[src/rtl/pdcch_out_serializer_if.sv]
// Stream interface for the PDCCH output serializer: word input side (s_ser_*)
// and beat output side (m_ser_*).
interface pdcch_out_serializer_if #(
  parameter int WORD_WIDTH     = 64,
  parameter int DATA_OUT_WIDTH = 8
);
   logic                      s_ser_valid;
   logic                      s_ser_ready;
   logic [WORD_WIDTH-1:0]     s_ser_data;
   logic                      m_ser_valid;
   logic                      m_ser_ready;
   logic [DATA_OUT_WIDTH-1:0] m_ser_data;
   logic                      m_ser_last;

   // serializer side
   modport slave (
      input  s_ser_valid, s_ser_data, m_ser_ready,
      output s_ser_ready, m_ser_valid, m_ser_data, m_ser_last
   );

   // producer/consumer side
   modport master (
      output s_ser_valid, s_ser_data, m_ser_ready,
      input  s_ser_ready, m_ser_valid, m_ser_data, m_ser_last
   );
endinterface

[src/rtl/pdcch_out_serializer.sv]
// Splits WORD_WIDTH words into DATA_OUT_WIDTH beats, LS beat first, no bubble between words.
// Define PDCCH_SER_CHECKSUM_EN to append an XOR-of-beats checksum beat to each word.
module pdcch_out_serializer #(
   parameter int WORD_WIDTH     = 64,
   parameter int DATA_OUT_WIDTH = 8
) (
   input  logic                  clk,
   input  logic                  reset,
   pdcch_out_serializer_if.slave ser,
   output logic [15:0]           word_count
);
   localparam int NBEATS = WORD_WIDTH / DATA_OUT_WIDTH;
   localparam int IDX_W  = (NBEATS > 1) ? $clog2(NBEATS) : 1;
   localparam logic [IDX_W-1:0] LAST_IDX = IDX_W'(NBEATS - 1);

   generate
      if ((WORD_WIDTH % DATA_OUT_WIDTH) != 0 || NBEATS < 2) begin : g_bad_cfg
         $error("WORD_WIDTH must be a multiple of DATA_OUT_WIDTH with at least 2 beats");
      end
   endgenerate

`ifdef PDCCH_SER_CHECKSUM_EN
   typedef enum logic [1:0] {IDLE, SEND, CHK} state_t;
`else
   typedef enum logic [1:0] {IDLE, SEND} state_t;
`endif

   state_t                    state, state_nxt;
   logic [WORD_WIDTH-1:0]     hold;
   logic [IDX_W-1:0]          idx;
   logic                      run;        // low until the first edge after reset release
   logic                      xfer, final_beat, load, last_data;
   logic [DATA_OUT_WIDTH-1:0] data_beat;

   assign last_data  = (idx == LAST_IDX);
   assign data_beat  = hold[idx*DATA_OUT_WIDTH +: DATA_OUT_WIDTH];
   assign xfer       = ser.m_ser_valid & ser.m_ser_ready;

`ifdef PDCCH_SER_CHECKSUM_EN
   logic [DATA_OUT_WIDTH-1:0] csum;
   always_comb begin
      csum = '0;
      for (int i = 0; i < NBEATS; i++)
         csum = csum ^ hold[i*DATA_OUT_WIDTH +: DATA_OUT_WIDTH];
   end
   assign final_beat     = (state == CHK);
   assign ser.m_ser_valid = (state == SEND) || (state == CHK);
   assign ser.m_ser_data  = (state == CHK) ? csum : data_beat;
`else
   assign final_beat     = (state == SEND) && last_data;
   assign ser.m_ser_valid = (state == SEND);
   assign ser.m_ser_data  = data_beat;
`endif

   assign ser.m_ser_last  = final_beat;
   // Ready again during the final transfer so the next word loads without a bubble.
   assign ser.s_ser_ready = run & ((state == IDLE) | (final_beat & ser.m_ser_ready));
   assign load            = ser.s_ser_valid & ser.s_ser_ready;

   always_comb begin
      state_nxt = state;
      case (state)
         IDLE: if (load) state_nxt = SEND;
         SEND: begin
            if (xfer && last_data) begin
`ifdef PDCCH_SER_CHECKSUM_EN
               state_nxt = CHK;
`else
               state_nxt = load ? SEND : IDLE;
`endif
            end
         end
`ifdef PDCCH_SER_CHECKSUM_EN
         CHK: if (xfer) state_nxt = load ? SEND : IDLE;
`endif
         default: state_nxt = IDLE;
      endcase
   end

   always_ff @(posedge clk or negedge reset) begin
      if (!reset) state <= IDLE;
      else        state <= state_nxt;
   end

   always_ff @(posedge clk or negedge reset) begin
      if (!reset) begin
         run        <= 1'b0;
         hold       <= '0;
         idx        <= '0;
         word_count <= '0;
      end else begin
         run <= 1'b1;
         if (load) begin
            hold <= ser.s_ser_data;
            idx  <= '0;
         end else if (xfer && state == SEND) begin
            idx <= last_data ? '0 : idx + 1'b1;
         end
         if (xfer && final_beat) word_count <= word_count + 16'd1;
      end
   end
endmodule

[src/flat_wrapper.sv]
// flat-port wrapper written by rule: the top's interface ports become plain ports
module pdcch_out_serializer_flat 
#(
   parameter int WORD_WIDTH     = 64,
   parameter int DATA_OUT_WIDTH = 8
)
  (clk, reset, word_count, ser_s_ser_valid, ser_s_ser_data, ser_m_ser_ready, ser_s_ser_ready, ser_m_ser_valid, ser_m_ser_data, ser_m_ser_last);
  pdcch_out_serializer_if #(.WORD_WIDTH(WORD_WIDTH), .DATA_OUT_WIDTH(DATA_OUT_WIDTH)) ser_i ();
  input  logic clk;
  input  logic reset;
  output logic [15:0] word_count;
  input wire logic [$bits(ser_i.s_ser_valid)-1:0] ser_s_ser_valid;
  input wire logic [$bits(ser_i.s_ser_data)-1:0] ser_s_ser_data;
  input wire logic [$bits(ser_i.m_ser_ready)-1:0] ser_m_ser_ready;
  output wire logic [$bits(ser_i.s_ser_ready)-1:0] ser_s_ser_ready;
  output wire logic [$bits(ser_i.m_ser_valid)-1:0] ser_m_ser_valid;
  output wire logic [$bits(ser_i.m_ser_data)-1:0] ser_m_ser_data;
  output wire logic [$bits(ser_i.m_ser_last)-1:0] ser_m_ser_last;
  assign ser_i.s_ser_valid = ser_s_ser_valid;
  assign ser_i.s_ser_data = ser_s_ser_data;
  assign ser_i.m_ser_ready = ser_m_ser_ready;
  assign ser_s_ser_ready = ser_i.s_ser_ready;
  assign ser_m_ser_valid = ser_i.m_ser_valid;
  assign ser_m_ser_data = ser_i.m_ser_data;
  assign ser_m_ser_last = ser_i.m_ser_last;
  pdcch_out_serializer #(.WORD_WIDTH(WORD_WIDTH), .DATA_OUT_WIDTH(DATA_OUT_WIDTH)) u_core (.clk(clk), .reset(reset), .ser(ser_i), .word_count(word_count));
endmodule
[config.mk]
export PLATFORM = sky130hd
export DESIGN_NAME = pdcch_out_serializer_flat
export DESIGN_NICKNAME = d
export VERILOG_FILES = /design/src/rtl/pdcch_out_serializer_if.sv /design/src/rtl/pdcch_out_serializer.sv /design/src/flat_wrapper.sv
export SDC_FILE = /design/constraint.sdc
export NUM_CORES = 1
export LEC_CHECK = 0
export CORE_AREA = 4 4 95 97
export DETAILED_ROUTE_END_ITERATION = 10
export DIE_AREA = 0 0 99 101
export HOLD_SLACK_MARGIN = 0.06
export PLACE_DENSITY = 0.86
export SLEW_MARGIN = 20
export SYNTH_ARGS = -nofsm -noshare
export SYNTH_HDL_FRONTEND = slang
export SYNTH_SLANG_ARGS = --single-unit
export TNS_END_PERCENT = 1
[constraint.sdc]
create_clock -name clk -period 2.4 [get_ports clk]
set_input_delay 0.48 -clock clk [delete_from_list [all_inputs] [get_ports clk]]
set_output_delay 0.48 -clock clk [all_outputs]
set_load 0.01 [all_outputs]
==> flow_summary.ini, run 1 <==
[run_status]
status = complete, but fails checks
violations = negative setup slack

[critical_path]
cp_max_fo = 7
crit_chain = buf_12, buf_12, mux4_2, mux2_2, buf_6
crit_cells = 5
end_kind = output port
cp.arrival_ns = 1.92
worst_path_dominant_cell_family = multiplexers
slowest_stage = mux4_2
crit_path_start_kind = flop
critPathRequiredTime_ns = 1.92
criticalPathCategory = flop to output port
rr_worst_depth = 8
worst-path-buf-inv = 3
path_common_cell = buf_12
critical_path.max_stage_delay_ns = 0.50

[die]
io_pins = 95
die_w_um = 99
die_y_um = 101
rows = 33
core_um2 = 8130
start_util_pct = 47.8
dieArea_um2 = 10000

[grt]
busiest_layer = met2
grt_pass1_wl_mm = 13.3
grt_use_met3_pct = 4.91
grt_max_degree = 44
grt_use_met2_pct = 28.3
antenna_found_initial = 0
gr-total-overflow = 0
met1_usage_pct = 22.1
grt_pass1_vias = 2638
grtUsageTotal_pct = 17.3

[logic_synthesis]
ys_types = 28
synth_area_leaders = dfrtp_1, mux2_2, mux4_2
synth_warnings = 0
synth_cells = 248
syn_nets = 319
postSynthAreaPerCell_um2 = 15.7
yosys.area.top_type_share_pct = 54.7
yosysTopAreaCell = dfrtp_1
netlist_area_um2 = 3890
yosysSeqAreaShare_pct = 54.7
ys_ff_latch = 85

[clock_network]
clk_pin_slew_ns = 0.08
cts_tree = done
holdBufCountCts = 0
cts_sinks = 85
cts_root_buf = clkbuf_8
insertion_delay_ns = 0.35
cts_buffers = 9
clockBufferDepth = 2
cts-htree-levels = 3

[layout]
diodes = 0
areaGrowthSynthToFinish_pct = 36.0
fill_cells = 622
design_area_um2 = 5290
drive_gt1_share_pct = 37.3
final_net_count = 425

[sta]
hold_slack_ns = 0.106
finalHoldViolCount = 0
fin_crit_sh_pct = 100
max_freq_mhz = 416
fin_worst_skew_ns = 0.00863
tightest_slew_ns = 0.555
slew-limit-headroom_pct = 63.0
setup_violations = 1
setup_slack_ns = -0.00296
min_period_ns = 2.40
maxSlewViolCount = 0
rsz0062_at_grt = true
finalSetupTns_ns = -0.00296

[run]
cap_violations = 0

[detailed_routing]
firstDrtPassIters = 4
post_drt_wl_per_cell_um = 17.9
finalWirelength_mm = 8.30
vias_per_cell = 5.15
ant_nets = 0
remaining_drc_errors = 0
drtIter0Drc = 67
via_count = 2390

[placement]
portBuffers = 94
dpl.hpwl_mm = 6.01
placed_area_um2 = 4960
gp_congestion = 0.819

[power_and_ir_drop]
ir_drop_mv = 0.525
p_leak_nw = 2.25
p_per_area_nw_per_um2 = 1160
total_power_mw = 6.15

[min_path]
hp-class = input pin to asynchronous set/reset pin
[Yosys cell counts]
cell       n
and3_1     5
and2_1     2
clkbuf_1   1
a21oi_1    3
xor2_1     4
xnor2_1   11
nand4_2    1
conb_1     1
nand2_1   13
buf_12     1
nand4_1    2
a21o_1     1
nand3_1    7
buf_1      1
buf_8      1
ha_1       3
nor2_1     4
buf_4      5
mux2_4    16
nor3_2     1
buf_2      1
mux2_2    57
nor4_4     1
dfrtp_1   85
buf_6      3
mux4_2    16
inv_1      1
nor3_1     1
[path summary, 6_finish.rpt]
check                                                  start                                end  slack, ns
min in group clk           u_core.word_count[15]$_DFFE_PN0P_  u_core.word_count[15]$_DFFE_PN0P_       0.48
max in group asynchronous                              reset        u_core.hold[36]$_DFFE_PN0P_       1.67
setup / recovery                   u_core.idx[0]$_DFFE_PN0P_                  ser_m_ser_data[3]     -0.003
setup reg to reg                   u_core.idx[0]$_DFFE_PN0P_         u_core.hold[5]$_DFFE_PN0P_       0.36
hold reg to reg            u_core.word_count[15]$_DFFE_PN0P_  u_core.word_count[15]$_DFFE_PN0P_       0.48
hold / removal                                         reset        u_core.hold[61]$_DFFE_PN0P_       0.11
[logic make-up (layout without fill, tap and decap cells)]
family | Yosys count | after routing | share of synthesized area (%)
AO/OA/AOI/OAI | 4 | 4 | 0.579
XOR/XNOR | 15 | 15 | 3.38
adder cells (fa/ha/maj) | 3 | 3 | 0.965
buffers and inverters | 14 | 125 | 3.15
flip-flops | 85 | 85 | 54.7
multiplexers | 89 | 89 | 31.9
other | 1 | 1 | 0.0964
AND/OR/NAND/NOR | 37 | 37 | 5.24
[where the power goes]
part           switching [mW]  internal (mW)  leakage, nW  total (mW)
combinational           0.839           1.69         1.09        2.52
sequential              0.362           2.02         1.05        2.39
clock                   0.511          0.724        0.120        1.23
[placed cells by master, fill, tap and decap left out, types with 3 or more instances in the layout]
cell	n
xor2_1	4
buf_4	8
a21oi_1	3
clkdlybuf4s50_1	83
buf_12	5
mux4_2	16
buf_6	6
nand3_1	7
bufinv_16	3
clkbuf_8	10
nand2_1	12
buf_2	3
nor2_1	4
dfrtp_1	85
mux2_4	19
mux2_2	54
and3_1	4
xnor2_1	11
[stage by stage]
stage	worst slack [ns]	instances	util, %
after floorplan	0.436	248	-
after global placement	0.0849	443	61.0
after detailed placement	0.0473	443	61.0
after CTS	-0.0283	463	64.4
after global routing	-0.0599	464	65.1
final	-0.00296	464	65.1
[registers in the layout, indices dropped and copies added (netlist names)]
name               count
u_core.word_count     16
u_core.state           1
u_core.run             1
u_core.idx             3
u_core.hold           64
[timing repair]
action	4_1_cts	5_1_grt
setup endpoints to repair	10	9
buffers inserted	4	1
gates cloned	0	0
resized for setup	40	10
[layer usage]
layer	vias up	share of wire, %
met5	-	0
met1	1198	43
met2	74	50
met4	0	1.4
met3	12	6.2
li1	1106	-
[cell type report]
cell class / instances / area (um^2) / share of cell area (%)
sequential: 85 / 2130 / 40.2
timing repair buffer: 108 / 1110 / 20.9
tap: 105 / 131 / 2.48
inverter: 1 / 3.75 / 0.0709
clock buffer: 11 / 141 / 2.67
clock inverter: 5 / 106 / 2.01
multi-input combinational: 149 / 1680 / 31.7
(Power assumes the default switching activity.)
==> run 2, diff against run 1 <==
--- a/config.mk
+++ b/config.mk
@@ -10,6 +10,7 @@
 export DIE_AREA = 0 0 99 101
 export HOLD_SLACK_MARGIN = 0.06
 export PLACE_DENSITY = 0.86
+export RECOVER_POWER = 100
 export SLEW_MARGIN = 20
 export SYNTH_ARGS = -nofsm -noshare
 export SYNTH_HDL_FRONTEND = slang
==> run 2 against run 1 <==
Net effect: the run now ends clean; fmax up 0.34%; clock power hardly changed; wire length down 0.22%; core utilization shrank 0.22 points; largest power group unchanged.
==> flow_summary.ini, run 2 (same netlist as run 1, synthesis figures left out) <==
[critical_path]
crit_path_start_kind = flop
criticalPathCategory = flop to output port
cp.arrival_ns = 1.91
critPathRequiredTime_ns = 1.92
cp_max_fo = 7
end_kind = output port

[layout]
most-common-layout-cells = dfrtp_1, clkdlybuf4s50_1, mux2_2, mux2_4, mux4_2
drive_gt1_share_pct = 37.3
layout_commonest_cell = dfrtp_1
final_util_pct = 64.9
largest_register_ff_count = 64
seq_area_um2 = 2130
reg_top3 = u_core.hold: 64 flops, u_core.word_count: 16 flops, u_core.idx: 3 flops
regMostFlops = u_core.hold
final_net_count = 425
areaGrowthSynthToFinish_pct = 35.6
diodes = 0
design_area_um2 = 5280
multi_input_area_um2 = 1680
fill_cells = 625

[grt]
grt_max_degree = 44
gr-total-overflow = 0
antenna_found_initial = 0
grt_pass1_vias = 2638
grt_pass1_wl_mm = 13.3
grtUsageTotal_pct = 17.3

[sta]
tightest_slew_ns = 1.04
min_period_ns = 2.39
hold_slack_ns = 0.298
max_freq_mhz = 418
fin_crit_sh_pct = 99.8
maxSlewViolCount = 0
rsz0062_at_grt = true
setup_violations = 0
slew-limit-headroom_pct = 30.4
setup_slack_ns = 0.00518
fin_worst_skew_ns = 0.00867
finalHoldViolCount = 0

[clock_network]
cts_tree = done
clk_pin_slew_ns = 0.08
insertion_delay_ns = 0.35
cts-htree-levels = 3
cts_root_buf = clkbuf_8
clockBufferDepth = 2
cts_sinks = 85
cts_buffers = 9
holdBufCountCts = 0

[run_status]
status = completed

[placement]
pre_cts_slack_ns = 0.0473
portBuffers = 94
placed_area_um2 = 4960
dpl.hpwl_mm = 6.01
gp_congestion = 0.819

[die]
start_util_pct = 47.8
rows = 33
core_um2 = 8130
die_y_um = 101
io_pins = 95
dieArea_um2 = 10000
die_w_um = 99

[detailed_routing]
post_drt_wl_per_cell_um = 17.8
ant_nets = 0
via_count = 2405
drtIter0Drc = 58
remaining_drc_errors = 0
vias_per_cell = 5.18
finalWirelength_mm = 8.28
firstDrtPassIters = 4

[run]
cap_violations = 0

[min_path]
hp-class = input pin to asynchronous set/reset pin

[power_and_ir_drop]
p_per_area_nw_per_um2 = 1160
ir_drop_mv = 0.526
total_power_mw = 6.14
p_leak_nw = 2.24
## run 2: cell count changes in the layout (fill, tap and decap cells not counted)
cell	before	now
clkbuf_2	0	2
buf_12	5	4
and2_1	2	1
and2_0	0	1
buf_4	8	7
## run 2: area by class of cell
type                    count  share of cell area, %
inverters                   1                 0.0712
flip-flops and latches     85                   40.3
well taps                 105                   2.49
clock buffers              11                   2.68
clock inverters             5                   2.02
repair buffers            108                   20.7
multi-input cells         149                   31.8
## run 2: worst paths after layout
path	startpoint	end	slack (ns)	depth (start not counted)
min in group clk	u_core.word_count[15]$_DFFE_PN0P_	u_core.word_count[15]$_DFFE_PN0P_	0.48	1
setup / recovery	u_core.idx[0]$_DFFE_PN0P_	ser_m_ser_data[3]	0.005	5
max in group asynchronous	reset	u_core.hold[44]$_DFFE_PN0P_	0.51	2
hold reg to reg	u_core.word_count[15]$_DFFE_PN0P_	u_core.word_count[15]$_DFFE_PN0P_	0.48	1
setup reg to reg	u_core.idx[0]$_DFFE_PN0P_	u_core.hold[5]$_DFFE_PN0P_	0.36	8
hold / removal	reset	u_core.hold[37]$_DFFE_PN0P_	0.30	1
## run 2: metal layers
layer	track usage [%]	vias to the layer above	share of wire, %
li1	-	1106	-
met1	22.1	1211	42
met2	28.3	77	50
met3	4.91	11	6.5
met4	5.99	0	1.4
met5	0	-	0
## run 2: timing repair
item                       CTS  global route
gates cloned                 0             0
setup endpoints to repair   10             9
buffers inserted             4             1
gates resized for setup     40            10
## run 2: metrics by stage
| step | std cells | setup TNS (ns) |
|---|---|---|
| after global placement | 443 | 0 |
| after CTS | 463 | -0.0609 |
| after floorplan | 248 | 0 |
| after global routing | 464 | -0.437 |
| after detailed placement | 443 | 0 |
| final | 464 | 0 |
## run 2: where the power goes
group	switching (mW)	leakage (nW)	internal, mW	total (mW)
Sequential	0.362	1.05	2.02	2.39
Clock	0.509	0.120	0.724	1.23
Combinational	0.837	1.08	1.68	2.52
Total	1.71	2.24	4.43	6.14
## run 2: critical path, cell delays in order (launching register included)
cell,delay [ns]
dfrtp_1,0.40
buf_12,0.14
buf_12,0.13
mux4_2,0.50
mux2_2,0.28
buf_6,0.12
